File: config.mk
export PLATFORM = sky130hd
export DESIGN_NAME = mult_div_unit
export DESIGN_NICKNAME = d
export VERILOG_FILES = /design/src/rtl/mult_div_unit.sv
export SDC_FILE = /design/constraint.sdc
export NUM_CORES = 1
export LEC_CHECK = 0
export ABC_CLOCK_PERIOD_IN_PS = 14450
export CAP_MARGIN = 15
export CORE_MARGIN = 1
export CORE_UTILIZATION = 50
export CTS_BUF_LIST = sky130_fd_sc_hd__clkbuf_2
export CTS_CLUSTER_SIZE = 8
export DETAILED_ROUTE_END_ITERATION = 7
export PLACE_DENSITY = 0.82
export SKIP_CTS_REPAIR_TIMING = 1
export SLEW_MARGIN = 20
export SYNTH_ARGS = -nofsm -noshare
export SYNTH_HDL_FRONTEND = slang
export SYNTH_SLANG_ARGS = --single-unit
File: constraint.sdc
create_clock -name CLK -period 14.45 [get_ports CLK]
set_input_delay 2.89 -clock CLK [delete_from_list [all_inputs] [get_ports CLK]]
set_output_delay 2.89 -clock CLK [all_outputs]
set_load 0.01 [all_outputs]
File: src/rtl/mult_div_unit.sv
// Iterative signed/unsigned multiply/divide unit (one bit per cycle, HI/LO result pair).
// Optional macro MDU_EARLY_TERM_EN: multiply ends early once the remaining multiplier bits are zero.
module mult_div_unit #(
  parameter int WIDTH = 32
) (
  input  logic             CLK,
  input  logic             RST,
  input  logic             start,
  input  logic [1:0]       op,
  input  logic [WIDTH-1:0] port_a,
  input  logic [WIDTH-1:0] port_b,
  output logic             busy,
  output logic             done,
  output logic [WIDTH-1:0] hi,
  output logic [WIDTH-1:0] lo,
  output logic             div_zero,
  output logic             zero
);
  localparam int CW = $clog2(WIDTH + 1);

  typedef enum logic [1:0] {IDLE = 2'b00, CALC = 2'b01, FIX = 2'b10, DONE = 2'b11} state_t;

  state_t           state_q, state_d;
  logic [1:0]       op_q, op_d;
  logic             sa_q, sa_d, sb_q, sb_d;
  logic [CW-1:0]    cnt_q, cnt_d;
  logic [WIDTH-1:0] acc_q, acc_d, q_q, q_d, mc_q, mc_d;
  logic [WIDTH-1:0] hi_q, hi_d, lo_q, lo_d;
  logic             busy_q, busy_d, done_q, done_d, dz_q, dz_d, zero_q, zero_d;

  logic [WIDTH-1:0]   mag_a_s, mag_b_s, acc_step_s, q_step_s, quot_s, rem_s;
  logic [WIDTH:0]     sum_s, shl_s, diff_s;
  logic [2*WIDTH-1:0] prod_s;
  logic               accept_s;

  // acc holds product-high / remainder, q holds multiplier->product-low / dividend->quotient
  always_comb begin
    mag_a_s = (op[0] && port_a[WIDTH-1]) ? -port_a : port_a;
    mag_b_s = (op[0] && port_b[WIDTH-1]) ? -port_b : port_b;
    sum_s   = {1'b0, acc_q} + (q_q[0] ? {1'b0, mc_q} : {(WIDTH+1){1'b0}});
    shl_s   = {acc_q, q_q[WIDTH-1]};
    diff_s  = shl_s - {1'b0, mc_q};
    if (op_q[1]) begin
      acc_step_s = diff_s[WIDTH] ? shl_s[WIDTH-1:0] : diff_s[WIDTH-1:0];
      q_step_s   = {q_q[WIDTH-2:0], ~diff_s[WIDTH]};
    end else begin
      acc_step_s = sum_s[WIDTH:1];
      q_step_s   = {sum_s[0], q_q[WIDTH-1:1]};
    end
`ifdef MDU_EARLY_TERM_EN
    // after an early exit the product still sits cnt_q bits too high
    prod_s = {acc_q, q_q} >> cnt_q;
`else
    prod_s = {acc_q, q_q};
`endif
    if (sa_q ^ sb_q) begin
      prod_s = -prod_s;
      quot_s = -q_q;
    end else begin
      quot_s = q_q;
    end
    rem_s = sa_q ? -acc_q : acc_q;
  end

  // next-state and result-register logic
  always_comb begin
    state_d  = state_q;
    op_d     = op_q;
    sa_d     = sa_q;
    sb_d     = sb_q;
    cnt_d    = cnt_q;
    acc_d    = acc_q;
    q_d      = q_q;
    mc_d     = mc_q;
    hi_d     = hi_q;
    lo_d     = lo_q;
    dz_d     = dz_q;
    accept_s = start && ((state_q == IDLE) || (state_q == DONE));
    case (state_q)
      IDLE, DONE: begin
        if (accept_s) begin
          op_d  = op;
          sa_d  = op[0] & port_a[WIDTH-1];
          sb_d  = op[0] & port_b[WIDTH-1];
          cnt_d = CW'(WIDTH);
          acc_d = {WIDTH{1'b0}};
          if (op[1]) begin
            q_d  = mag_a_s;
            mc_d = mag_b_s;
          end else begin
            q_d  = mag_b_s;
            mc_d = mag_a_s;
          end
          if (op[1] && (port_b == {WIDTH{1'b0}})) begin
            state_d = DONE;
            hi_d    = port_a;
            lo_d    = {WIDTH{1'b1}};
            dz_d    = 1'b1;
          end else begin
            state_d = CALC;
          end
        end else begin
          state_d = IDLE;
        end
      end
      CALC: begin
        acc_d = acc_step_s;
        q_d   = q_step_s;
        cnt_d = cnt_q - CW'(1);
        if (cnt_q == CW'(1)) begin
          state_d = FIX;
        end else begin
          state_d = CALC;
        end
`ifdef MDU_EARLY_TERM_EN
        if (!op_q[1] && ((q_step_s & ~({WIDTH{1'b1}} << (cnt_q - CW'(1)))) == {WIDTH{1'b0}})) begin
          state_d = FIX;
        end else begin
          state_d = state_d;
        end
`endif
      end
      FIX: begin
        state_d = DONE;
        dz_d    = 1'b0;
        if (op_q[1]) begin
          hi_d = rem_s;
          lo_d = quot_s;
        end else begin
          hi_d = prod_s[2*WIDTH-1:WIDTH];
          lo_d = prod_s[WIDTH-1:0];
        end
      end
      default: begin
        state_d = IDLE;
      end
    endcase
    busy_d = (state_d == CALC) || (state_d == FIX);
    done_d = (state_d == DONE);
    zero_d = (hi_d == {WIDTH{1'b0}}) && (lo_d == {WIDTH{1'b0}});
  end

  // state and registered outputs
  always_ff @(posedge CLK or posedge RST) begin
    if (RST) begin
      state_q <= IDLE;
      op_q    <= 2'b00;
      sa_q    <= 1'b0;
      sb_q    <= 1'b0;
      cnt_q   <= {CW{1'b0}};
      acc_q   <= {WIDTH{1'b0}};
      q_q     <= {WIDTH{1'b0}};
      mc_q    <= {WIDTH{1'b0}};
      hi_q    <= {WIDTH{1'b0}};
      lo_q    <= {WIDTH{1'b0}};
      busy_q  <= 1'b0;
      done_q  <= 1'b0;
      dz_q    <= 1'b0;
      zero_q  <= 1'b1;
    end else begin
      state_q <= state_d;
      op_q    <= op_d;
      sa_q    <= sa_d;
      sb_q    <= sb_d;
      cnt_q   <= cnt_d;
      acc_q   <= acc_d;
      q_q     <= q_d;
      mc_q    <= mc_d;
      hi_q    <= hi_d;
      lo_q    <= lo_d;
      busy_q  <= busy_d;
      done_q  <= done_d;
      dz_q    <= dz_d;
      zero_q  <= zero_d;
    end
  end

  assign busy     = busy_q;
  assign done     = done_q;
  assign hi       = hi_q;
  assign lo       = lo_q;
  assign div_zero = dz_q;
  assign zero     = zero_q;

endmodule

==> Word-level counts from Yosys, hierarchy flattened <==
Cells that the tools add are included.
{ "op_classes": {"addsub": 8, "shifts": 0, "multipliers": 0, "n_mux": 32, "n_bitwise": 4, "reduce_logical": 17, "eq_ne": 9, "magnitude_cmp": 0, "div_mod_pow": 0} }
{ "ops": {"columns": ["cell", "n"], "rows": [
  ["two-way mux 32 bit", 18],
  ["case mux 32 bit (2 select lines)", 4],
  ["negator 32 bit", 4],
  ["zero test 32 bit", 3],
  ["two-way mux 64 bit", 1],
  ["negator 64 bit", 1],
  ["adder 32 x 32 -> 33 bit", 1],
  ["subtractor 33 x 32 -> 33 bit", 1],
  ["case mux 6 bit (2 select lines)", 1],
  ["equality test 2 bit (second input constant)", 4],
  ["equality test 6 x 1 -> 1 bit (second input constant)", 1],
  ["two-way mux 2 bit", 3],
  ["two-way mux 6 bit", 1],
  ["case mux 2 bit (3 select lines)", 1],
  ["subtractor 6 x 1 -> 6 bit (second input constant)", 1],
  ["logical AND 1 bit", 5],
  ["equality test 2 x 1 -> 1 bit (second input constant)", 2],
  ["inequality test 2 bit (second input constant)", 2],
  ["AND reduction 2 bit", 2],
  ["nonzero test 2 bit", 2],
  ["AND reduction 3 bit", 1],
  ["bitwise AND 1 bit", 2],
  ["zero test 2 bit", 1],
  ["logical OR 1 bit", 2],
  ["other kinds (5)", 6]
]} }
{ "word_totals": {"n_memories": 0, "latch_bits": 0, "out_inout_bits": 68, "ram_bits": 0, "reg_bits": 176, "inputBits": 69, "wordCells": 84, "romBits": 0} }

==> Depth between registers and ports, before layout <==
Gate-level depths: netlist of run 1.
{ "logic_depth": {"ltp_word": 7, "depth_mapped": 17} }

==> Worst setup path before layout of run 1 <==
Ideal clock, no wire load.
{ "synth_path": {"path_kind": "input-to-reg", "from": "input port_b[12]", "to": "register zero_q (netlist: zero)", "cell_stages": 10, "arrival_ns": 5.435, "setup_slack_ns": 8.925, "setup_ns": 0.090, "path_cell_list": "or4_4 > nor4_4 > nand4_4 > nand2b_4 > and3_1 > a21oi_2 > o21ai_1 > or4_1 > or4_1 > nor4_2"} }
{ "synth_between": {"elab_chain_cells": 7} }
{ "synth_rtl": {"columns": ["element", "line_no", "rtl"], "rows": [
  ["start: declaration", "11", "input logic [WIDTH-1:0] port_b,"],
  ["zero test 32 bit", "94", "if (op[1] && (port_b == {WIDTH{1'b0}})) begin"],
  ["logical AND 1 bit", "94", null],
  ["two-way mux 32 bit", "94", null],
  ["two-way mux 32 bit", "81", "if (accept_s) begin"],
  ["case mux 32 bit (2 select lines)", "79", "case (state_q)"],
  ["named net hi_d[6]", "28", "logic [WIDTH-1:0] hi_q, hi_d, lo_q, lo_d;"],
  ["zero test 32 bit", "140", "zero_d = (hi_d == {WIDTH{1'b0}}) && (lo_d == {WIDTH{1'b0}});"],
  ["logical AND 1 bit", "140", null],
  ["named net zero_d", "29", "logic busy_q, busy_d, done_q, done_d, dz_q, dz_d, zero_q, zero_d;"],
  ["end signal: assignment", "174", "zero_q <= zero_d;"],
  ["end: declaration", "29", null]
]} }
The timed path passes the listed nets, and every way through them passes these cells.
A chain may end at the register's enable or synchronous reset.

==> Worst setup path in the final report of run 1 <==
{ "layout_path": {"from": "input port_b[2]", "to": "register zero_q (netlist: zero)"} }
The elaborated chain is that of the path after synthesis.

==> results of run 1 <==
power breakdown:
group / internal [mW] / switching (mW) / leakage (nW) / total (mW)
Sequential: 0.629 / 0.257 / 2.28 / 0.886
Combinational: 0.851 / 1.39 / 4.75 / 2.24
Clock: 0.0900 / 0.215 / 0.162 / 0.305
Total: 1.57 / 1.86 / 7.19 / 3.43
cells by family after synthesis:
| family | after synthesis | share of synthesized area (%) |
|---|---|---|
| simple gates | 627 | 20.3 |
| fa+ha+maj | 75 | 6.28 |
| compound gates | 652 | 26.3 |
| buf+inv | 194 | 4.86 |
| flops | 175 | 28.9 |
| mux | 50 | 3.47 |
| xor+xnor | 173 | 9.98 |
per-layer routing:
metal / share of wire [%] / global-route usage [%] / vias up
li1: - / - / 7202
met1: 42 / 50.7 / 7526
met2: 43 / 53.0 / 946
met3: 11 / 6.35 / 133
met4: 3.9 / 14.1 / 0
met5: 0 / 0 / -
worst reg2reg max path, cell delays in order, from the launching register on:
cell	delay, ps
dfrtp_1	570
inv_1	210
ha_1	200
inv_1	50
fa_1	420
a211oi_1	360
nor4_1	140
nor4_1	800
nor4_1	250
o21ai_1	290
a31oi_1	230
mux2i_1	210
nor2_4	720
and3_1	280
a221oi_1	50
o21ai_0	210
cell type report:
class	instances	area share (%)
multi-input cells	1577	59.1
repair buffers	153	8.89
flip-flops and latches	175	25.7
well taps	390	2.86
clock inverters	15	1.12
diodes	2	0.0293
clock buffers	17	0.499
inverters	80	1.79
per-stage QoR:
step / area (um^2) / power [mW] / setup slack [ps] / util [%] / hold WS, ps
after detailed placement: 16700 / 3.06 / 7410 / 56.3 / 472
final: 17100 / 3.43 / 8210 / 57.4 / 529
after CTS: 17000 / 3.36 / 8310 / 57.2 / 526
after floorplan: 15200 / 2.39 / 6820 / - / 450
after global routing: 17100 / 3.65 / 8120 / 57.4 / 548
after global placement: 16700 / 3.00 / 7510 / 56.3 / 468
final timing paths:
path,start,endpoint
min in group asynchronous,RST,lo[1]
hold reg to reg,mc_q[12],mc_q[12]
hold / removal,mc_q[12],mc_q[12]
setup reg to reg,q_q[31],acc_q[3]
setup / recovery,port_b[2],zero
max in group asynchronous,RST,acc_q[6]
flip-flops by register name, summed over array words and instances (netlist names), 2 cells and up:
name     count
acc_q       32
hi          32
lo          32
mc_q        32
q_q         32
cnt_q        6
state_q      2
synth_stat cells (32+ instances only):
| library cell | count |
|---|---|
| a21o_1 | 32 |
| a21oi_1 | 200 |
| a22oi_1 | 34 |
| clkbuf_1 | 93 |
| dfrtp_1 | 174 |
| ha_1 | 73 |
| inv_1 | 79 |
| nand2_1 | 152 |
| nor2_1 | 222 |
| nor3_1 | 54 |
| nor4_1 | 33 |
| o21ai_0 | 178 |
| xnor2_1 | 96 |
| xor2_1 | 77 |
==> flow_summary.yaml, run 1 <==
outcome:
  status: "finished, final reports clean"
synthesis:
  ys.flop_type: "dfrtp_1"
  syn-num-nets: 2090
  yosysWarnings: 0
  yosysUniqueCellTypes: 83
  synth_top_area_share_pct: 28.7
  ys_top_cells_by_area: "dfrtp_1 29%, a21oi_1 6.6%, ha_1 6.0%, o21ai_0 5.9%, xnor2_1 5.5%"
  synth.cell_area_um2: 15200
  synthArstFlopShare_pct: 100
  syn-instance-count: 1946
  syn_avg_cell_area_um2: 7.80
  synth-seq-cells: 175
  synth-edff-count: 0
  ys_seq_area_share_pct: 28.9
  synth_top_area_cell: "dfrtp_1"
pwr:
  p_per_area_nw_per_um2: 201
  power_leakage_nw: 7.19
  ir_drop_uv: 102
place:
  hpwl_mm: 42.0
  gp_congestion: 1.01
  dp_cells: 2373
  io_buffer_count: 136
grt:
  grt_max_degree: 102
  grt_overflow: 0
  grtUsageTotal_pct: 35.5
  antenna_found_initial: 2
  grt_first_pass_wirelength_mm: 83.9
  grt_pass1_vias: 14100
floorplanning:
  die_h_um: 176
  placementRows: 63
  die_w_um: 176
  coreArea_um2: 29700
  io_pins: 137
  start_util_pct: 51.1
  fp.dieArea_um2: 31100
layout:
  seq_area_um2: 4380
  stdcell_count: 2409
  drive_gt1_share_pct: 5.70
  num-fill-cells: 2733
  multi_input_area_um2: 10100
  syn_to_final_growth_pct: 12.4
  final_cell_mix: "219 x nor2_1, 200 x a21oi_1, 178 x o21ai_0"
  fin_nets: 2148
  final_common_cell: "nor2_1"
critical_path:
  cp-start-kind: "input pin"
  endpoint_kind: "register"
  crit_chain: "clkdlybuf4s50_1 -> or3_1 -> nor3b_2 -> nand4_4 -> nand2_2 -> nand2_2 -> a22oi_2 -> o21ai_0 -> or4_1 -> or4_1 -> nor4_2"
  slowest_stage: "nor3b_2"
  critPathTopFamily: "simple AND/OR/NAND/NOR gates"
  worst-path-max-fanout: 25
  critPathRequiredTime_ps: 15250
  slowest_delay_ps: 650
  ff2ff_path_depth: 15
  cp.depth: 11
  path_class: "in2reg"
  crit_buf_inv: 1
  arrival_ps: 7040
  r2r_slack_ps: 9390
drt:
  drt_pass1_iterations: 8
  wl_per_cell_um: 23.0
  drt_wl_total_mm: 55.4
  ant_nets: 0
  drtIter0Drc: 2209
  vias: 15800
  remaining_drc_errors: 0
  vias_per_cell: 6.56
timing:
  relSlewSlack_pct: 29.7
  finalHoldViolCount: 0
  setup_violations: 0
  setup_tns_ps: 0
  period_share_pct: 43.2
  rsz0062_at_grt: "false"
  min_period_ps: 6240
  max_freq_mhz: 160
  tightest_slew_ps: 1050
  fin_skew_ps: 69.3
  drv_slew: 0
worst_hold_path:
  hold_path.class: "reg2reg"
  worstHoldPathCells: 2
clock_tree:
  cts_buffers: 17
  clock_path_buffers: 2
  path_clk_slew_ps: 330
  ctsHtreeMaxLevel: 4
  cts_tree: "yes"
  clkLatencyLatePin_ps: 880
  root_buffer: "clkbuf_2"
  cts_sinks: 175
flow_run:
  maxCapViolCount: 0
(Power assumes the default switching activity.)
==> run 2, diff against run 1 <==
--- a/config.mk
+++ b/config.mk
@@ -5,14 +5,14 @@
 export SDC_FILE = /design/constraint.sdc
 export NUM_CORES = 1
 export LEC_CHECK = 0
-export ABC_CLOCK_PERIOD_IN_PS = 14450
+export ABC_CLOCK_PERIOD_IN_PS = 5000
 export CAP_MARGIN = 15
 export CORE_MARGIN = 1
 export CORE_UTILIZATION = 50
 export CTS_BUF_LIST = sky130_fd_sc_hd__clkbuf_2
 export CTS_CLUSTER_SIZE = 8
 export DETAILED_ROUTE_END_ITERATION = 7
-export PLACE_DENSITY = 0.82
+export PLACE_DENSITY = 0.85
 export SKIP_CTS_REPAIR_TIMING = 1
 export SLEW_MARGIN = 20
 export SYNTH_ARGS = -nofsm -noshare
==> constraint.sdc (replaced) <==
create_clock -name CLK -period 5 [get_ports CLK]
set_input_delay 1 -clock CLK [delete_from_list [all_inputs] [get_ports CLK]]
set_output_delay 1 -clock CLK [all_outputs]
set_load 0.01 [all_outputs]
==> run 2 against run 1 <==
- clock power up 150%
- combinational power rose to 3.0 times the previous value
- global-route usage up 0.077 points
- core utilization up 0.62 points
- critical path depth up 3
- critical endpoint is now acc_q[25]
- highest routed layer unchanged
==> flow_summary.yaml, run 2 (same netlist as run 1, synthesis figures left out) <==
timing:
  min_period_ps: 4670
  hold_slack_ps: 523
  tightest_slew_ps: 890
  period_share_pct: 93.3
  drv_slew: 0
  setup_slack_ps: 334
  rsz0062_at_grt: "false"
  relSlewSlack_pct: 40.7
  setup_violations: 0
  setup_tns_ps: 0
  finalHoldViolCount: 0
  fin_skew_ps: 63.4
  max_freq_mhz: 214
clock_tree:
  cts_tree: "yes"
  path_clk_slew_ps: 310
  clkLatencyLatePin_ps: 870
  root_buffer: "clkbuf_2"
  cts_sinks: 175
  clock_path_buffers: 2
  ctsHtreeMaxLevel: 4
  cts_buffers: 17
critical_path:
  crit_buf_inv: 3
  worst-path-max-fanout: 14
  path_class: "reg2reg"
  critPathTopFamily: "simple AND/OR/NAND/NOR gates"
  endpoint_kind: "register"
  cp-start-kind: "register"
  arrival_ps: 5390
  crit_chain: "ha_1 -> nand4_1 -> nor4_1 -> nor4_1 -> buf_4 -> nor4_1 -> o21ai_1 -> a31oi_1 -> mux2i_1 -> or2_1 -> buf_4 -> buf_4 -> mux2i_1 -> o221ai_1"
  slowest_stage: "nor4_1"
  slowest_delay_ps: 620
  r2r_slack_ps: 330
  critPathRequiredTime_ps: 5720
layout:
  syn_to_final_growth_pct: 13.6
  final_cell_mix: "220 x nor2_1, 200 x a21oi_1, 178 x o21ai_0"
  final_common_cell: "nor2_1"
  seq_area_um2: 4380
  drive_gt1_share_pct: 7.08
  num-fill-cells: 2667
  stdcell_count: 2439
  fin_nets: 2179
  multi_input_area_um2: 10100
floorplanning:
  placementRows: 63
  die_h_um: 176
  io_pins: 137
  coreArea_um2: 29700
  fp.dieArea_um2: 31100
  die_w_um: 176
  start_util_pct: 51.1
pwr:
  p_per_area_nw_per_um2: 572
  power_leakage_nw: 7.32
  total_power_mw: 9.86
  ir_drop_uv: 236
drt:
  drt_pass1_iterations: 6
  drt_wl_total_mm: 55.2
  remaining_drc_errors: 0
  ant_nets: 0
  drtIter0Drc: 2294
  wl_per_cell_um: 22.6
  vias_per_cell: 6.63
  vias: 16200
place:
  gp_congestion: 1.04
  io_buffer_count: 136
  preCtsSetupSlack_ps: 429
  hpwl_mm: 42.4
  dp_cells: 2406
grt:
  antenna_found_initial: 1
  grt_pass1_vias: 14800
  grt_max_degree: 101
  grtUsageTotal_pct: 35.6
  grt_overflow: 0
  grt_first_pass_wirelength_mm: 84.6
flow_run:
  maxCapViolCount: 0
outcome:
  status: "finished, final reports clean"
worst_hold_path:
  hold_path.class: "reg2reg"
## run 2: changes by cell type in the layout (fill, tap and decap cells not counted), sizes merged
cell / before / now
clkinv: 4 / 6
buf: 18 / 49
clkbuf: 17 / 19
diode: 2 / 1
inv: 88 / 83
clkinvlp: 1 / 4
bufinv: 2 / 0
## run 2: worst reg2reg max path, stage by stage, from the launching register on
cell      delay [ps]
dfrtp_1          610
ha_1             470
nand4_1          150
nor4_1           390
nor4_1           110
buf_4            170
nor4_1           620
o21ai_1          220
a31oi_1          470
mux2i_1          320
or2_1            140
buf_4            280
buf_4            230
mux2i_1          220
o221ai_1         120
## run 2: final timing paths
path,start,to,cells past startpoint
worst max-delay path,acc_q[7],acc_q[25],14
worst min-delay path,mc_q[25],mc_q[25],2
worst max register to register,acc_q[7],acc_q[25],14
worst min register to register,mc_q[25],mc_q[25],2
max in group asynchronous,RST,lo[21],3
min in group asynchronous,RST,hi[22],2
## run 2: where the power goes
part           switching [mW]  internal, mW
Combinational            4.14          2.55
Sequential              0.606          1.82
Clock                   0.602         0.155
## run 2: layout make-up
type                            instances  area share, %
Sequential cell                       175           25.4
Clock buffer                           19          0.551
Inverter                               80           1.76
Multi-Input combinational cell       1577           58.4
Clock inverter                         13          0.733
Antenna cell                            1         0.0145
Tap cell                              390           2.83
Timing Repair Buffer                  184           10.2
## run 2: routing by layer
layer	GRT usage, %	vias to the layer above	wire length, um
li1	-	7241	-
met1	48.6	7603	22000
met2	53.4	1140	23700
met3	7.21	197	6810
met4	17.8	0	2770
met5	0	-	0
## run 2: metrics by stage
step | area, um^2 | util, %
finish | 17200 | 58.0
global route | 17200 | 58.0
CTS | 17200 | 58.0
detailed placement | 17000 | 57.3
global placement | 17000 | 57.3
floorplan | 15200 | -
